===== config.mk =====
export PLATFORM = sky130hd
export DESIGN_NAME = sevenseg_decoder
export DESIGN_NICKNAME = d
export VERILOG_FILES = /design/src/rtl/sevenseg_pkg.sv /design/src/rtl/sevenseg_lut_inv.sv /design/src/rtl/sevenseg_decoder.sv
export SDC_FILE = /design/constraint.sdc
export NUM_CORES = 1
export LEC_CHECK = 0
export BUFFER_PORTS_ARGS = -buffer_cell sky130_fd_sc_hd__buf_2
export CAP_MARGIN = 20
export CORE_ASPECT_RATIO = 1.2
export CORE_MARGIN = 4
export CORE_UTILIZATION = 28
export CTS_CLUSTER_DIAMETER = 200
export CTS_CLUSTER_SIZE = 12
export DETAILED_ROUTE_END_ITERATION = 8
export PLACE_DENSITY_LB_ADDON = 0.15
export REMOVE_ABC_BUFFERS = 1
export SLEW_MARGIN = 20
export SYNTH_ARGS = -nofsm -noshare
export SYNTH_HDL_FRONTEND = slang
export SYNTH_SLANG_ARGS = --single-unit

===== constraint.sdc =====
create_clock -name clk -period 2.25 [get_ports clk]
set_input_delay 0 -clock clk [delete_from_list [all_inputs] [get_ports clk]]
set_output_delay 0 -clock clk [all_outputs]
set_load 0.01 [all_outputs]

===== src/rtl/sevenseg_pkg.sv =====
// -----------------------------------------------------------------------------
// sevenseg_pkg
// Shared definitions for seven-segment encode/decode logic.
//   - SEG_0 .. SEG_F : active-high segment patterns, bit 6 = g ... bit 0 = a
//   - SEG_BLANK      : all segments off
//   - dec_state_t    : decoder FSM states
//   - seg_encode()   : nibble -> pattern; the single table used by both
//                      encoders and the decoder's inverse lookup
// -----------------------------------------------------------------------------
package sevenseg_pkg;

    localparam logic [6:0] SEG_0     = 7'b0111111;
    localparam logic [6:0] SEG_1     = 7'b0000110;
    localparam logic [6:0] SEG_2     = 7'b1011011;
    localparam logic [6:0] SEG_3     = 7'b1001111;
    localparam logic [6:0] SEG_4     = 7'b1100110;
    localparam logic [6:0] SEG_5     = 7'b1101101;
    localparam logic [6:0] SEG_6     = 7'b1111101;
    localparam logic [6:0] SEG_7     = 7'b0000111;
    localparam logic [6:0] SEG_8     = 7'b1111111;
    localparam logic [6:0] SEG_9     = 7'b1101111;
    localparam logic [6:0] SEG_A     = 7'b1110111;
    localparam logic [6:0] SEG_B     = 7'b1111100;
    localparam logic [6:0] SEG_C     = 7'b1011000;
    localparam logic [6:0] SEG_D     = 7'b1011110;
    localparam logic [6:0] SEG_E     = 7'b1111001;
    localparam logic [6:0] SEG_F     = 7'b1110001;
    localparam logic [6:0] SEG_BLANK = 7'b0000000;

    typedef enum logic [1:0] {
        WAIT_EDGE = 2'd0,
        SETTLE    = 2'd1,
        HOLD      = 2'd2
    } dec_state_t;

    function automatic logic [6:0] seg_encode(input logic [3:0] nib);
        logic [6:0] pat;
        case (nib)
            4'h0:    pat = SEG_0;
            4'h1:    pat = SEG_1;
            4'h2:    pat = SEG_2;
            4'h3:    pat = SEG_3;
            4'h4:    pat = SEG_4;
            4'h5:    pat = SEG_5;
            4'h6:    pat = SEG_6;
            4'h7:    pat = SEG_7;
            4'h8:    pat = SEG_8;
            4'h9:    pat = SEG_9;
            4'hA:    pat = SEG_A;
            4'hB:    pat = SEG_B;
            4'hC:    pat = SEG_C;
            4'hD:    pat = SEG_D;
            4'hE:    pat = SEG_E;
            default: pat = SEG_F;
        endcase
        return pat;
    endfunction

endpackage


===== src/rtl/sevenseg_lut_inv.sv =====
// -----------------------------------------------------------------------------
// sevenseg_lut_inv
// Combinational inverse of the seven-segment table.
//   seg    [6:0] in  : active-high segment pattern (bit 6 = g ... bit 0 = a)
//   nibble [3:0] out : decoded hex digit (0 when hit = 0)
//   hit          out : 1 when seg matches one of the 16 table entries
// -----------------------------------------------------------------------------
module sevenseg_lut_inv
    import sevenseg_pkg::*;
(
    input  logic [6:0] seg,
    output logic [3:0] nibble,
    output logic       hit
);

    // Search the shared encode table so the inverse can never drift from it.
    // All 16 patterns are distinct, so at most one iteration matches.
    always_comb begin
        // NOTE: every output gets a default before any conditional assignment;
        // a path that leaves a combinational output unassigned infers a latch.
        nibble = 4'h0;
        hit    = 1'b0;
        for (int i = 0; i < 16; i++) begin
            if (seg == seg_encode(4'(i))) begin
                nibble = 4'(i);
                hit    = 1'b1;
            end
        end
    end

endmodule


===== src/rtl/sevenseg_decoder.sv =====
// -----------------------------------------------------------------------------
// sevenseg_decoder
// Recovers two hex digits from a multiplexed seven-segment drive.
//   clk              in  : block clock, rising edge
//   rst_n            in  : synchronous active-low reset
//   seg        [6:0] in  : segment pattern, bit 6 = g ... bit 0 = a
//   seg_tg           in  : digit select, 1 = high digit, 0 = low digit
//   digit_hi   [3:0] out : last decoded high digit
//   digit_lo   [3:0] out : last decoded low digit
//   pair_valid       out : one-cycle pulse, a hi-then-lo pair has completed
//   pat_err          out : one-cycle pulse, captured pattern not in the table
//   stalled          out : level, no seg_tg edge for TIMEOUT_CYCLES cycles
//   err_cnt    [7:0] out : saturating count of pat_err pulses
//                          (present only when SEVENSEG_DEC_ERRCNT_EN is defined)
// Parameters:
//   STABLE_CYCLES  : cycles a pattern must stay unchanged before capture
//   TIMEOUT_CYCLES : cycles without a seg_tg edge before stalled asserts
// -----------------------------------------------------------------------------
module sevenseg_decoder
    import sevenseg_pkg::*;
#(
    parameter int STABLE_CYCLES  = 4,
    parameter int TIMEOUT_CYCLES = 1024
) (
    input  logic       clk,
    input  logic       rst_n,
    input  logic [6:0] seg,
    input  logic       seg_tg,
    output logic [3:0] digit_hi,
    output logic [3:0] digit_lo,
    output logic       pair_valid,
    output logic       pat_err,
    output logic       stalled
`ifdef SEVENSEG_DEC_ERRCNT_EN
    ,
    output logic [7:0] err_cnt
`endif
);

    localparam int STAB_W  = $clog2(STABLE_CYCLES + 1);
    localparam int STALL_W = $clog2(TIMEOUT_CYCLES + 1);
    localparam logic [STAB_W-1:0]  STAB_MAX  = STAB_W'(STABLE_CYCLES);
    localparam logic [STALL_W-1:0] STALL_MAX = STALL_W'(TIMEOUT_CYCLES);

    // Synchronizers plus one extra stage of each for change/edge detection.
    logic [6:0]         seg_meta_q, seg_sync_q, seg_prev_q;
    logic               tg_meta_q, tg_sync_q, tg_prev_q;

    dec_state_t         state_q, state_d;
    logic               phase_q, phase_d;          // 1 = capturing high digit
    logic [STAB_W-1:0]  stab_cnt_q, stab_cnt_d;
    logic [STALL_W-1:0] stall_cnt_q, stall_cnt_d;
    logic [3:0]         digit_hi_q, digit_hi_d;
    logic [3:0]         digit_lo_q, digit_lo_d;
    logic               armed_q, armed_d;          // hi captured, waiting for lo
    logic               pair_valid_q, pair_valid_d;
    logic               pat_err_q, pat_err_d;

    logic               tg_edge;
    logic               capture;
    logic [STAB_W-1:0]  stab_next;
    logic [3:0]         lut_nibble;
    logic               lut_hit;

    assign tg_edge = tg_sync_q ^ tg_prev_q;

    sevenseg_lut_inv u_lut_inv (
        .seg    (seg_sync_q),
        .nibble (lut_nibble),
        .hit    (lut_hit)
    );

    // Counts the current cycle as the first of a new pattern when it differs
    // from the previous one, so capture happens on the STABLE_CYCLES-th
    // consecutive cycle showing the same pattern.
    always_comb begin
        if (seg_sync_q != seg_prev_q) begin
            stab_next = STAB_W'(1);
        end else if (stab_cnt_q == STAB_MAX) begin
            stab_next = STAB_MAX;
        end else begin
            stab_next = stab_cnt_q + STAB_W'(1);
        end
    end

    always_comb begin
        state_d      = state_q;
        phase_d      = phase_q;
        stab_cnt_d   = stab_cnt_q;
        digit_hi_d   = digit_hi_q;
        digit_lo_d   = digit_lo_q;
        armed_d      = armed_q;
        pair_valid_d = 1'b0;
        pat_err_d    = 1'b0;
        capture      = 1'b0;

        // An edge wins in every state: it opens a fresh SETTLE for the new
        // phase and silently drops anything pending from the old one.
        if (tg_edge) begin
            state_d    = SETTLE;
            phase_d    = tg_sync_q;
            stab_cnt_d = '0;
        end else begin
            case (state_q)
                SETTLE: begin
                    stab_cnt_d = stab_next;
                    if (stab_next == STAB_MAX) begin
                        capture = 1'b1;
                        state_d = HOLD;
                    end
                end
                WAIT_EDGE, HOLD: state_d = state_q;
                default:         state_d = WAIT_EDGE;
            endcase
        end

        if (capture) begin
            if (!lut_hit) begin
                pat_err_d = 1'b1;
            end else if (phase_q) begin
                digit_hi_d = lut_nibble;
                armed_d    = 1'b1;
            end else begin
                digit_lo_d = lut_nibble;
                if (armed_q) begin
                    pair_valid_d = 1'b1;
                    armed_d      = 1'b0;
                end
            end
        end
    end

    always_comb begin
        if (tg_edge) begin
            stall_cnt_d = '0;
        end else if (stall_cnt_q == STALL_MAX) begin
            stall_cnt_d = STALL_MAX;
        end else begin
            stall_cnt_d = stall_cnt_q + STALL_W'(1);
        end
    end

    always_ff @(posedge clk) begin
        // NOTE: all state uses non-blocking assignments so every flop samples
        // the pre-edge value of the others; the synchronizer chain relies on it.
        if (!rst_n) begin
            seg_meta_q   <= SEG_BLANK;
            seg_sync_q   <= SEG_BLANK;
            seg_prev_q   <= SEG_BLANK;
            tg_meta_q    <= 1'b0;
            tg_sync_q    <= 1'b0;
            tg_prev_q    <= 1'b0;
            state_q      <= WAIT_EDGE;
            phase_q      <= 1'b0;
            stab_cnt_q   <= '0;
            stall_cnt_q  <= '0;
            digit_hi_q   <= 4'h0;
            digit_lo_q   <= 4'h0;
            armed_q      <= 1'b0;
            pair_valid_q <= 1'b0;
            pat_err_q    <= 1'b0;
        end else begin
            seg_meta_q   <= seg;
            seg_sync_q   <= seg_meta_q;
            seg_prev_q   <= seg_sync_q;
            tg_meta_q    <= seg_tg;
            tg_sync_q    <= tg_meta_q;
            tg_prev_q    <= tg_sync_q;
            state_q      <= state_d;
            phase_q      <= phase_d;
            stab_cnt_q   <= stab_cnt_d;
            stall_cnt_q  <= stall_cnt_d;
            digit_hi_q   <= digit_hi_d;
            digit_lo_q   <= digit_lo_d;
            armed_q      <= armed_d;
            pair_valid_q <= pair_valid_d;
            pat_err_q    <= pat_err_d;
        end
    end

    assign digit_hi   = digit_hi_q;
    assign digit_lo   = digit_lo_q;
    assign pair_valid = pair_valid_q;
    assign pat_err    = pat_err_q;
    // Gated by the live edge so the flag drops in the same cycle the edge
    // is seen rather than one cycle later when the counter clears.
    assign stalled    = (stall_cnt_q == STALL_MAX) && !tg_edge;

`ifdef SEVENSEG_DEC_ERRCNT_EN
    logic [7:0] err_cnt_q;

    always_ff @(posedge clk) begin
        if (!rst_n) begin
            err_cnt_q <= 8'd0;
        end else if (pat_err_q && (err_cnt_q != 8'hFF)) begin
            err_cnt_q <= err_cnt_q + 8'd1;
        end
    end

    assign err_cnt = err_cnt_q;
`endif

endmodule

---- After elaboration in Yosys (flattened, before gate mapping) ----
Index checks and enable logic that the tools add are counted.
operators by class
  add/sub/neg operators ................... 2
  equal/unequal tests ..................... 25
  muxes and demuxes ....................... 43
  bitwise operators ....................... 6
  reductions and logical operators ........ 13
operators by type and width
  operator                 count
  $eq A7 B7 Y1 const B     13
  $mux W4                  8
  $mux W1                  24
  $mux W3                  6
  $eq A7 B3 Y1 const B     2
  $add A11 B1 Y11 const B  1
  $eq A11 B11 Y1 const B   1
  $mux W11                 1
  $reduce_and A2 Y1        4
  $eq A7 B6 Y1 const B     1
  $ne A7 B7 Y1             1
  $eq A3 B3 Y1 const B     2
  $mux W2                  3
  $reduce_and A3 Y1        2
  $not A1 Y1               5
  $ne A2 B2 Y1 const B     2
  $pmux W2 S2              1
  $reduce_or A2 Y1         2
  $reduce_or A4 Y1         1
  $add A3 B1 Y3 const B    1
  $ne A3 B3 Y1 const B     1
  $reduce_or A3 Y1         1
  $eq A2 B1 Y1 const B     1
  $eq A2 B2 Y1 const B     1
  4 further kinds          4
word-level totals
  bits in registers ....................... 52
  input bits .............................. 10
  word-level logic and storage cells ...... 106

---- Depth between registers and ports, before layout ----
Gate-level depths: netlist of run 1.
  depth in word-level cells ............... 19
  mapped depth ............................ 8
  mapped depth without buffers ............ 7

---- Hierarchy ----
A second synthesis of run 1 with hierarchy kept.
unflattened totals
  cells, all modules ...................... 257
  area, all modules ....................... 2379.8 sq um
by module, submodules not included
  module            times used  cells each  area each (sq um)  seq. area each (sq um)
  sevenseg_decoder  1           200         2029.4             1041.0
  sevenseg_lut_inv  1           57          350.3              0.0

---- Worst setup path after synthesis of run 1 ----
No wires, ideal clock.
  path type ............................... register to register
  start point ............................. register stab_cnt_q[0]
  end point ............................... register digit_hi_q[3], in the netlist digit_hi[3]
  arrival ................................. 1.851 ns
  required time ........................... 2.178 ns
  slack ................................... 0.327 ns
  cell stages (with the launch flop) ...... 8
  period minus slack after synthesis ...... 1.923 ns
  cell sequence ........................... dfxtp_1 -> inv_1 -> ha_1 -> o31ai_1 -> nor4b_4 -> o311a_1 -> buf_6 -> mux2i_1
between the ends
  cells in the longest elaborated chain, start to end .. 8
RTL lines
  item                                                  line                                            text
  start, declared                                       sevenseg_decoder.sv:51                          logic [STAB_W-1:0] stab_cnt_q, stab_cnt_d;
  start signal, assigned                                sevenseg_decoder.sv:171                         stab_cnt_q <= stab_cnt_d;
  $add A3 B1 Y3 / $eq A3 B3 Y1 (equally long branches)  sevenseg_decoder.sv:82, sevenseg_decoder.sv:79
  $mux W3 (*)                                           sevenseg_decoder.sv:79                          end else if (stab_cnt_q == STAB_MAX) begin
  $mux W3 (*)                                           sevenseg_decoder.sv:77                          if (seg_sync_q != seg_prev_q) begin
  $eq A3 B3 Y1 (*)                                      sevenseg_decoder.sv:107                         if (stab_next == STAB_MAX) begin
  $mux W1 (*)                                           sevenseg_decoder.sv:107
  $mux W1 (*)                                           sevenseg_decoder.sv:104                         case (state_q)
  $mux W1 (*)                                           sevenseg_decoder.sv:99                          if (tg_edge) begin
  $reduce_and A3 Y1 (no line) (*)                       --
  end signal, assigned                                  sevenseg_decoder.sv:173                         digit_hi_q <= digit_hi_d;
  end, declared                                         sevenseg_decoder.sv:53                          logic [3:0] digit_hi_q, digit_hi_d;
Mark *: on every way between the ends. The rest lies on a longest branch, timed or not.
A chain may end at the register's enable or synchronous reset.

---- Worst setup path after layout of run 1 ----
  start point ............................. register stab_cnt_q[0]
  end point ............................... register armed_q
between the ends
  cells in the longest elaborated chain, start to end .. 8
RTL lines
  item                                                  line                                            text
  $add A3 B1 Y3 / $eq A3 B3 Y1 (equally long branches)  sevenseg_decoder.sv:82, sevenseg_decoder.sv:79
  $mux W3 (*)                                           sevenseg_decoder.sv:79
  $mux W3 (*)                                           sevenseg_decoder.sv:77
  $eq A3 B3 Y1 (*)                                      sevenseg_decoder.sv:107
  $mux W1 (*)                                           sevenseg_decoder.sv:107
  $mux W1 (*)                                           sevenseg_decoder.sv:104
  $mux W1 (*)                                           sevenseg_decoder.sv:99
  $reduce_and A2 Y1 (no line) (*)                       --
  end signal, assigned                                  sevenseg_decoder.sv:175                         armed_q <= armed_d;
  end, declared                                         sevenseg_decoder.sv:55                          logic armed_q, armed_d;
Marked as above.

==> results of run 1 <==
sequential cells by signal (all words and copies together), names as in the netlist:
signal,flops
stall_cnt_q,11
seg_meta_q,7
seg_prev_q,7
seg_sync_q,7
digit_hi,4
digit_lo,4
stab_cnt_q,3
state_q,2
armed_q,1
pair_valid,1
pat_err,1
phase_q,1
tg_meta_q,1
tg_prev_q,1
tg_sync_q,1
cells in the mapped netlist, drive strengths merged (4+ instances only):
master and instances:
nand3 10, and2 27, dfxtp 52, buf 7, xnor2 14, a21oi 8
clkbuf 5, nor3 4, mux2i 8, xor2 8, nand4 4, nand3b 4
nand2 20, nor2 19, ha 4, inv 8
power by group through the flow:
| stage | clock [mW] | combinational (mW) | sequential [mW] |
|---|---|---|---|
| after floorplan | 0 | 0.0736 | 0.986 |
| after global placement | 0 | 0.114 | 0.990 |
| after detailed placement | 0 | 0.115 | 0.991 |
| after CTS | 0.676 | 0.125 | 0.969 |
| after global routing | 0.699 | 0.143 | 0.974 |
| final | 0.642 | 0.124 | 0.969 |
per-layer routing:
layer / global-route usage / part of all wire
met3: 0.02366 / 0.032
met1: 0.1163 / 0.45
met5: 0 / 0
met2: 0.1645 / 0.50
met4: 0.04034 / 0.018
cells in the final DEF (no fill, tap or decap), types with 10 or more instances in the layout:
| cell | n |
|---|---|
| and2_1 | 24 |
| nand2_1 | 19 |
| buf_2 | 20 |
| nand3_1 | 10 |
| xnor2_1 | 14 |
| dfxtp_1 | 52 |
| nor2_1 | 19 |
final timing paths:
check                           cells after the start    endpoint
worst min register to register                      1   tg_sync_q
worst max register to register                      7     armed_q
worst min-delay path                                2  state_q[0]
worst max-delay path                                7     armed_q
kinds of logic (layout without fill, tap and decap cells):
group / Yosys count / after routing
buf+inv: 20 / 49
flops: 52 / 52
mux: 8 / 8
xor+xnor: 22 / 22
simple gates: 108 / 108
compound gates: 27 / 27
fa+ha+maj: 5 / 5
worst max-delay path: stages, from the launching register on:
cell and delay (ps):
dfxtp_1 370, inv_1 90, ha_1 330, o31ai_2 320, nor4b_4 300, buf_4 180, o311ai_1 140, a22o_4 240
what timing repair did:
action / CTS / global route
hold buffers: 8 / 0
endpoints found under the setup margin: 0 / 6
endpoints found under the hold margin: 8 / 0
gates resized for setup: 0 / 3
final cells by class:
type / instances / area [µm²]
Clock buffer: 5 / 68.82
Clock inverter: 3 / 42.54
Fill cell: 845 / 5400
Inverter: 8 / 30.03
Multi-Input combinational cell: 170 / 1210
Sequential cell: 52 / 1041
Tap cell: 114 / 142.6
Timing Repair Buffer: 33 / 217.7
==> flow_summary.ini, run 1 <==
[synth]
synth.yosys.seq_area_share = 0.4411
synth_xor_area_frac = 0.08165
synth_compound_area_frac = 0.09862
synth_fa_ha_area_frac = 0.02545
synth_seq_cells = 52
synth_top_family_by_area = simple AND/OR/NAND/NOR gates
synth-simple-area-share = 0.2635
synth_ff_type = dfxtp_1
synth_area_um2 = 2360
post_synth_num_cell_types = 50
synth_edf_count = 0
synth-warning-count = 0
synth.area.top_cells = dfxtp_1 44%, and2_1 6.4%, xnor2_1 5.2%, mux2i_1 3.4%, nand2_1 3.0%
synth_top_area_frac = 0.4411
postSynth.asyncResetShare = 0
yosys.area.top_type = dfxtp_1
synthMuxAreaShare = 0.03393
avgSynthCellArea_um2 = 9.751
synth_cells = 242

[layout]
final_area_um2 = 2753
syn2layout_area_growth_pct = 16.65
layout-drive-gt1-share = 0.1882
nNetsFinal = 284
n_antenna_cell = 0
finalNonFillerCells = 385
final_core_util = 0.3376

[sta]
rsz0062_at_grt = no
final.setup_skew_ps = 12.56
worstMarginPinSlew_ps = 629.9
period_needed_ps = 2064
hold_viol = 0
hold_ws_ps = 240.2
slew_violations = 0
final.period_utilization = 0.9171
setup_slack_ps = 186.5
max_freq_mhz = 484.6
slew_headroom = 0.5801
fin_setup_tns_ps = 0
setup_viol = 0

[pwr]
finalPower_mw = 1.735
p_clk_frac = 0.370
swShare = 0.2310
switching_power_uw = 400.8
power_density_nw_per_um2 = 630.1
p_comb_frac = 0.071
intPower_mw = 1.334
p_leak_nw = 1.049
seqPwrFrac = 0.559
irDropWorstVdd_v = 0.0002890

[critical_path]
crit_type = reg2reg
crit_required_ps = 2460
arrival_ps = 2270
cp-start-kind = flip-flop
reg2reg_from = stab_cnt_q[0]
critical_path.max_fanout = 3
reg2reg_slack_ps = 190
crit_start = stab_cnt_q[0]
end_kind = flip-flop

[clocking]
cts-root-buf = clkbuf_8
cts_tree = built
clock_sinks = 52
postCtsSetupBuffers = 0
cts_max_level = 2
numCtsBuffers = 5
max-clock-path-buffers = 2
worstSkewPairLatency_ps = 310
clkTransAtPathRegs_ps = 100

[place]
place_congestion = 0.8890
dp.cells = 369
dp_hpwl_um = 3167
pre_cts_slack_ps = 115.8
place_area_um2 = 2539
io_buffers = 20

[drt]
vias = 1682
viasPerCell = 4.369
antenna_left = 0
wl_per_cell_um = 11.63
dr.pass1.iters = 4
drcViolationCount = 0
routed_wl_um = 4478
drt_iter0_drc = 44

[die]
die_w_um = 91.81
pin_count = 21
rows = 36
die_area_um2 = 9967
core_um2 = 8153
initial_core_util = 0.2894
die_h_um = 108.6

[grt]
antenna_found_initial = 0
grt_pass1_vias = 1582
overflow = 0
grt_max_degree = 44
track_usage = 0.09658
grt_pass1_wl_um = 7679

[worst_hold_path]
hold_class = in2reg
hp-start = rst_n

[outcome]
status = completed

[job]
drv_cap = 0
Power figures use the tool's default switching activity.
==> inputs of run 2 (changes only) <==
--- a/config.mk
+++ b/config.mk
@@ -5,7 +5,7 @@
 export SDC_FILE = /design/constraint.sdc
 export NUM_CORES = 1
 export LEC_CHECK = 0
-export BUFFER_PORTS_ARGS = -buffer_cell sky130_fd_sc_hd__buf_2
+export BUFFER_PORTS_ARGS = -buffer_cell sky130_fd_sc_hd__clkbuf_2
 export CAP_MARGIN = 20
 export CORE_ASPECT_RATIO = 1.2
 export CORE_MARGIN = 4
@@ -13,6 +13,7 @@
 export CTS_CLUSTER_DIAMETER = 200
 export CTS_CLUSTER_SIZE = 12
 export DETAILED_ROUTE_END_ITERATION = 8
+export GPL_ROUTABILITY_DRIVEN = 0
 export PLACE_DENSITY_LB_ADDON = 0.15
 export REMOVE_ABC_BUFFERS = 1
 export SLEW_MARGIN = 20
==> run 2 against run 1 <==
  * Highest routed layer unchanged
  * Non-clock buffer count up 4
  * Utilization up 0.061 points
  * Largest cell class unchanged
  * Via count up 1.1%
  * Flip-flop and latch count unchanged
  * Cell area up 0.18%
  * Maximum frequency up 1.3%
  * Sequential power about the same
  * Cell count up 1.0%
  * Count of clock-buffer cells in the layout unchanged
  * Largest power group unchanged
  * Clock power down 16%
  * Global-route usage up 0.22 points
==> flow_summary.ini, run 2 (synthesis gave the netlist of run 1 again) <==
[outcome]
status = completed

[clocking]
worstSkewPairLatency_ps = 310
clock_sinks = 52
cts_tree = built
clkTransAtPathRegs_ps = 100
numCtsBuffers = 5
cts-root-buf = clkbuf_8
postCtsSetupBuffers = 0
cts_max_level = 2
max-clock-path-buffers = 2

[grt]
grt_max_degree = 24
overflow = 0
antenna_found_initial = 0
track_usage = 0.09877
grt_pass1_vias = 1633
grt_pass1_wl_um = 7859

[sta]
slew_violations = 0
period_needed_ps = 2038
rsz0062_at_grt = no
final.period_utilization = 0.9057
worstMarginPinSlew_ps = 516.4
fin_setup_tns_ps = 0
max_freq_mhz = 490.7
setup_viol = 0
hold_ws_ps = 208.1
hold_viol = 0
slew_headroom = 0.6469
final.setup_skew_ps = 8.135

[layout]
nNetsFinal = 288
mostFrequentLayoutCell = dfxtp_1
final-seq-area_um2 = 1041
syn2layout_area_growth_pct = 16.86
largest_register_ff_count = 11
mostFrequentLayoutCells = 52 x dfxtp_1, 24 x and2_1, 20 x clkbuf_2
largest_register = stall_cnt_q
num-fill-cells = 830
layout-drive-gt1-share = 0.1964
multi_input_area_um2 = 1204
n_antenna_cell = 0

[pwr]
power_density_nw_per_um2 = 593.1
switching_power_uw = 407.7
finalPower_mw = 1.636
p_comb_frac = 0.078
intPower_mw = 1.228
irDropWorstVdd_v = 0.0002925
p_leak_nw = 1.047
seqPwrFrac = 0.592
p_clk_frac = 0.330
swShare = 0.2493

[die]
die_w_um = 91.81
die_h_um = 108.6
die_area_um2 = 9967
core_um2 = 8153
initial_core_util = 0.2894
rows = 36
pin_count = 21

[drt]
drcViolationCount = 0
routed_wl_um = 4502
antenna_left = 0
drt_iter0_drc = 67
vias = 1701
dr.pass1.iters = 4
wl_per_cell_um = 11.57
viasPerCell = 4.373

[critical_path]
critical_path.max_fanout = 12
crit_type = reg2reg
worst-path-stages = 5
critical_path.top_delay_family = compound AO/OA/AOI/OAI gates
arrival_ps = 2240
end_kind = flip-flop
rr_worst_depth = 5
crit_chain = or3b_1 > a2111oi_2 > or3_4 > o311a_4 > a22o_4
slowest_stage = dfxtp_1
reg2reg_from = seg_sync_q[3]
cp-start-kind = flip-flop
crit_required_ps = 2450
crit_start = seg_sync_q[3]
max_stage_delay_ps = 540
cp_num_buf_inv = 0

[job]
drv_cap = 0

[worst_hold_path]
hold_depth = 2
hp-start = rst_n
hold_class = in2reg

[place]
io_buffers = 20
dp_hpwl_um = 3248
-- run 2: final timing paths --
kind                              endpoint  slack (ps)
worst max register to register     armed_q         210
worst max-delay path               armed_q         210
worst min register to register   tg_sync_q         430
worst min-delay path            state_q[0]         210
-- run 2: repair_timing --
item	CTS	global route
resized for setup	0	2
setup endpoints to repair	0	5
endpoints found under the hold margin	8	0
hold buffers	8	0
-- run 2: metrics by stage --
step           instance area, µm²  instances  setup slack (ps)    util
2_1_floorplan                2258        230             198.8       -
3_3_place_gp                 2569        373             154.3  0.3151
3_5_place_dp                 2569        373             146.7  0.3151
4_1_cts                      2741        389             115.5  0.3362
5_1_grt                      2758        389             56.66  0.3382
6_report                     2758        389             212.3  0.3382
-- run 2: power groups by stage --
stage	registers, mW	clock network, mW	logic [mW]
floorplan	0.986	0	0.0736
global placement	0.990	0	0.119
detailed placement	0.989	0	0.118
CTS	0.968	0.578	0.130
global route	0.971	0.605	0.146
finish	0.968	0.540	0.128
-- run 2: metal layers --
layer / global-route usage / part of all wire / vias to the layer above / wire [µm]
li1: - / - / 888 / -
met1: 0.1163 / 0.45 / 789 / 2037
met2: 0.1718 / 0.50 / 17 / 2261
met5: 0 / 0 / - / 0
met3: 0.02366 / 0.027 / 7 / 121
met4: 0.04140 / 0.018 / 0 / 82
-- run 2: final cells by class --
| type | instances | share of cell area |
|---|---|---|
| Tap cell | 114 | 0.05172 |
| Sequential cell | 52 | 0.3775 |
| Inverter | 8 | 0.01089 |
| Clock buffer | 5 | 0.02495 |
| Timing Repair Buffer | 37 | 0.08984 |
| Multi-Input combinational cell | 170 | 0.4365 |
| Clock inverter | 3 | 0.008621 |
==> inputs of run 3 (changes only) <==
--- a/config.mk
+++ b/config.mk
@@ -7,7 +7,6 @@
 export LEC_CHECK = 0
 export BUFFER_PORTS_ARGS = -buffer_cell sky130_fd_sc_hd__clkbuf_2
 export CAP_MARGIN = 20
-export CORE_ASPECT_RATIO = 1.2
 export CORE_MARGIN = 4
 export CORE_UTILIZATION = 28
 export CTS_CLUSTER_DIAMETER = 200
==> run 3 against run 2 <==
  * Count of clock-buffer cells in the layout is 3 higher
  * Setup slack got worse by 17 ps
  * First-iteration DRC count is 66% lower
  * Combinational power barely moved
  * Critical path depth rose by 2
  * Power rose by 0.47%
  * Flip-flop and latch count is the same
  * Highest routed layer unchanged
==> flow_summary.ini, run 3 (synthesis gave the netlist of run 1 again) <==
[sta]
final.period_utilization = 0.9133
hold_viol = 0
fin_setup_tns_ps = 0
max_freq_mhz = 486.7
period_needed_ps = 2055
slew_headroom = 0.6550
rsz0062_at_grt = no
setup_viol = 0
worstMarginPinSlew_ps = 517.5
final.setup_skew_ps = 6.150
slew_violations = 0

[clocking]
numCtsBuffers = 5
cts_max_level = 2
clkTransAtPathRegs_ps = 90
cts_tree = built
max-clock-path-buffers = 2
cts-root-buf = clkbuf_8
postCtsSetupBuffers = 0
clock_sinks = 52
worstSkewPairLatency_ps = 300

[pwr]
power_density_nw_per_um2 = 601.7
irDropWorstVdd_v = 0.0002556
finalPower_mw = 1.643
p_leak_nw = 1.045

[drt]
routed_wl_um = 4544
vias = 1658
drt_iter0_drc = 23
dr.pass1.iters = 4
drcViolationCount = 0
antenna_left = 0
viasPerCell = 4.375
wl_per_cell_um = 11.99

[critical_path]
crit_path_end = armed_q
arrival_ps = 2250
cp-start-kind = flip-flop
reg2reg_from = stab_cnt_q[0]
reg2reg_slack_ps = 200
crit_type = reg2reg
crit_required_ps = 2450
end_kind = flip-flop
r2r_end = armed_q
crit_start = stab_cnt_q[0]
rr_worst_depth = 7
critical_path.max_fanout = 3

[job]
drv_cap = 0

[worst_hold_path]
hold_class = in2reg

[die]
die_w_um = 99.80
initial_core_util = 0.2872
rows = 33
die_h_um = 99.80
die_area_um2 = 9960
pin_count = 21
core_um2 = 8217

[outcome]
status = completed

[layout]
nNetsFinal = 287
n_antenna_cell = 0
multi_input_area_um2 = 1199
mostFrequentLayoutCell = dfxtp_1
mostFrequentLayoutCells = 52 x dfxtp_1, 24 x and2_1, 20 x clkbuf_2
syn2layout_area_growth_pct = 15.75
largest_register = stall_cnt_q
layout-drive-gt1-share = 0.1825
largest_register_ff_count = 11
final-seq-area_um2 = 1041
num-fill-cells = 843

[grt]
track_usage = 0.09796
antenna_found_initial = 0
grt_max_degree = 25
overflow = 0
grt_pass1_vias = 1604
grt_pass1_wl_um = 7852

[place]
io_buffers = 20
dp_hpwl_um = 3202
-- run 3: cell count changes in the layout (fill, tap and decap cells not counted) --
cell / previous run / this run
clkbuf_8: 5 / 6
buf_4: 9 / 8
clkbuf_1: 0 / 2
o31ai_2: 1 / 0
clkinv_4: 1 / 0
clkinvlp_4: 2 / 0
o31ai_1: 1 / 2
-- run 3: timing repair --
action	in CTS	in global routing
gates resized for setup	0	1
hold buffers	8	0
hold endpoints to repair	8	0
endpoints found under the setup margin	0	4
-- run 3: where the power goes --
group          leakage, nW  internal, mW  switching [mW]
sequential           0.424         0.945          0.0231
clock               0.0455         0.252           0.298
combinational        0.576        0.0600          0.0657
-- run 3: worst min path at each step --
| stage | endpoint | cells after the start | slack (ps) | startpoint |
|---|---|---|---|---|
| floorplan | state_q[0] | 1 | 120 | rst_n |
| global placement | seg_meta_q[1] | 2 | 210 | seg[1] |
| detailed placement | seg_meta_q[5] | 2 | 210 | seg[5] |
| CTS | digit_hi[0] | 3 | 280 | rst_n |
| global route | digit_hi[0] | 3 | 300 | rst_n |
| finish | digit_hi[0] | 3 | 280 | rst_n |
-- run 3: worst max-delay path: stages, from the launching register on --
cell and delay [ps]:
dfxtp_1 370, inv_1 90, ha_1 310, o31ai_1 320, nor4b_4 300, buf_4 180, o311ai_1 150, a22o_4 250
-- run 3: through the flow --
stage	hold slack [ps]	cell area (µm²)	instances	utilization	worst slack (ps)
after global placement	205.5	2550	363	0.3103	164.1
after detailed placement	209.2	2550	363	0.3103	138.2
final	284.1	2731	379	0.3324	195.2
after global routing	299.5	2731	379	0.3324	12.27
after CTS	281.4	2720	379	0.3310	104.5
after floorplan	117.5	2258	230	-	198.8
-- run 3: metal layers --
layer / routed length, µm / track usage
met4: 74 / 0.03782
met3: 151 / 0.02710
met5: 0 / 0
met2: 2012 / 0.1550
met1: 2305 / 0.1268
-- run 3: layout make-up --
| cell class | count | share of cell area |
|---|---|---|
| Clock buffer | 8 | 0.03298 |
| Inverter | 8 | 0.01099 |
| Multi-Input combinational cell | 170 | 0.4388 |
| Sequential cell | 52 | 0.3811 |
| Tap cell | 105 | 0.04810 |
| Timing Repair Buffer | 36 | 0.08795 |
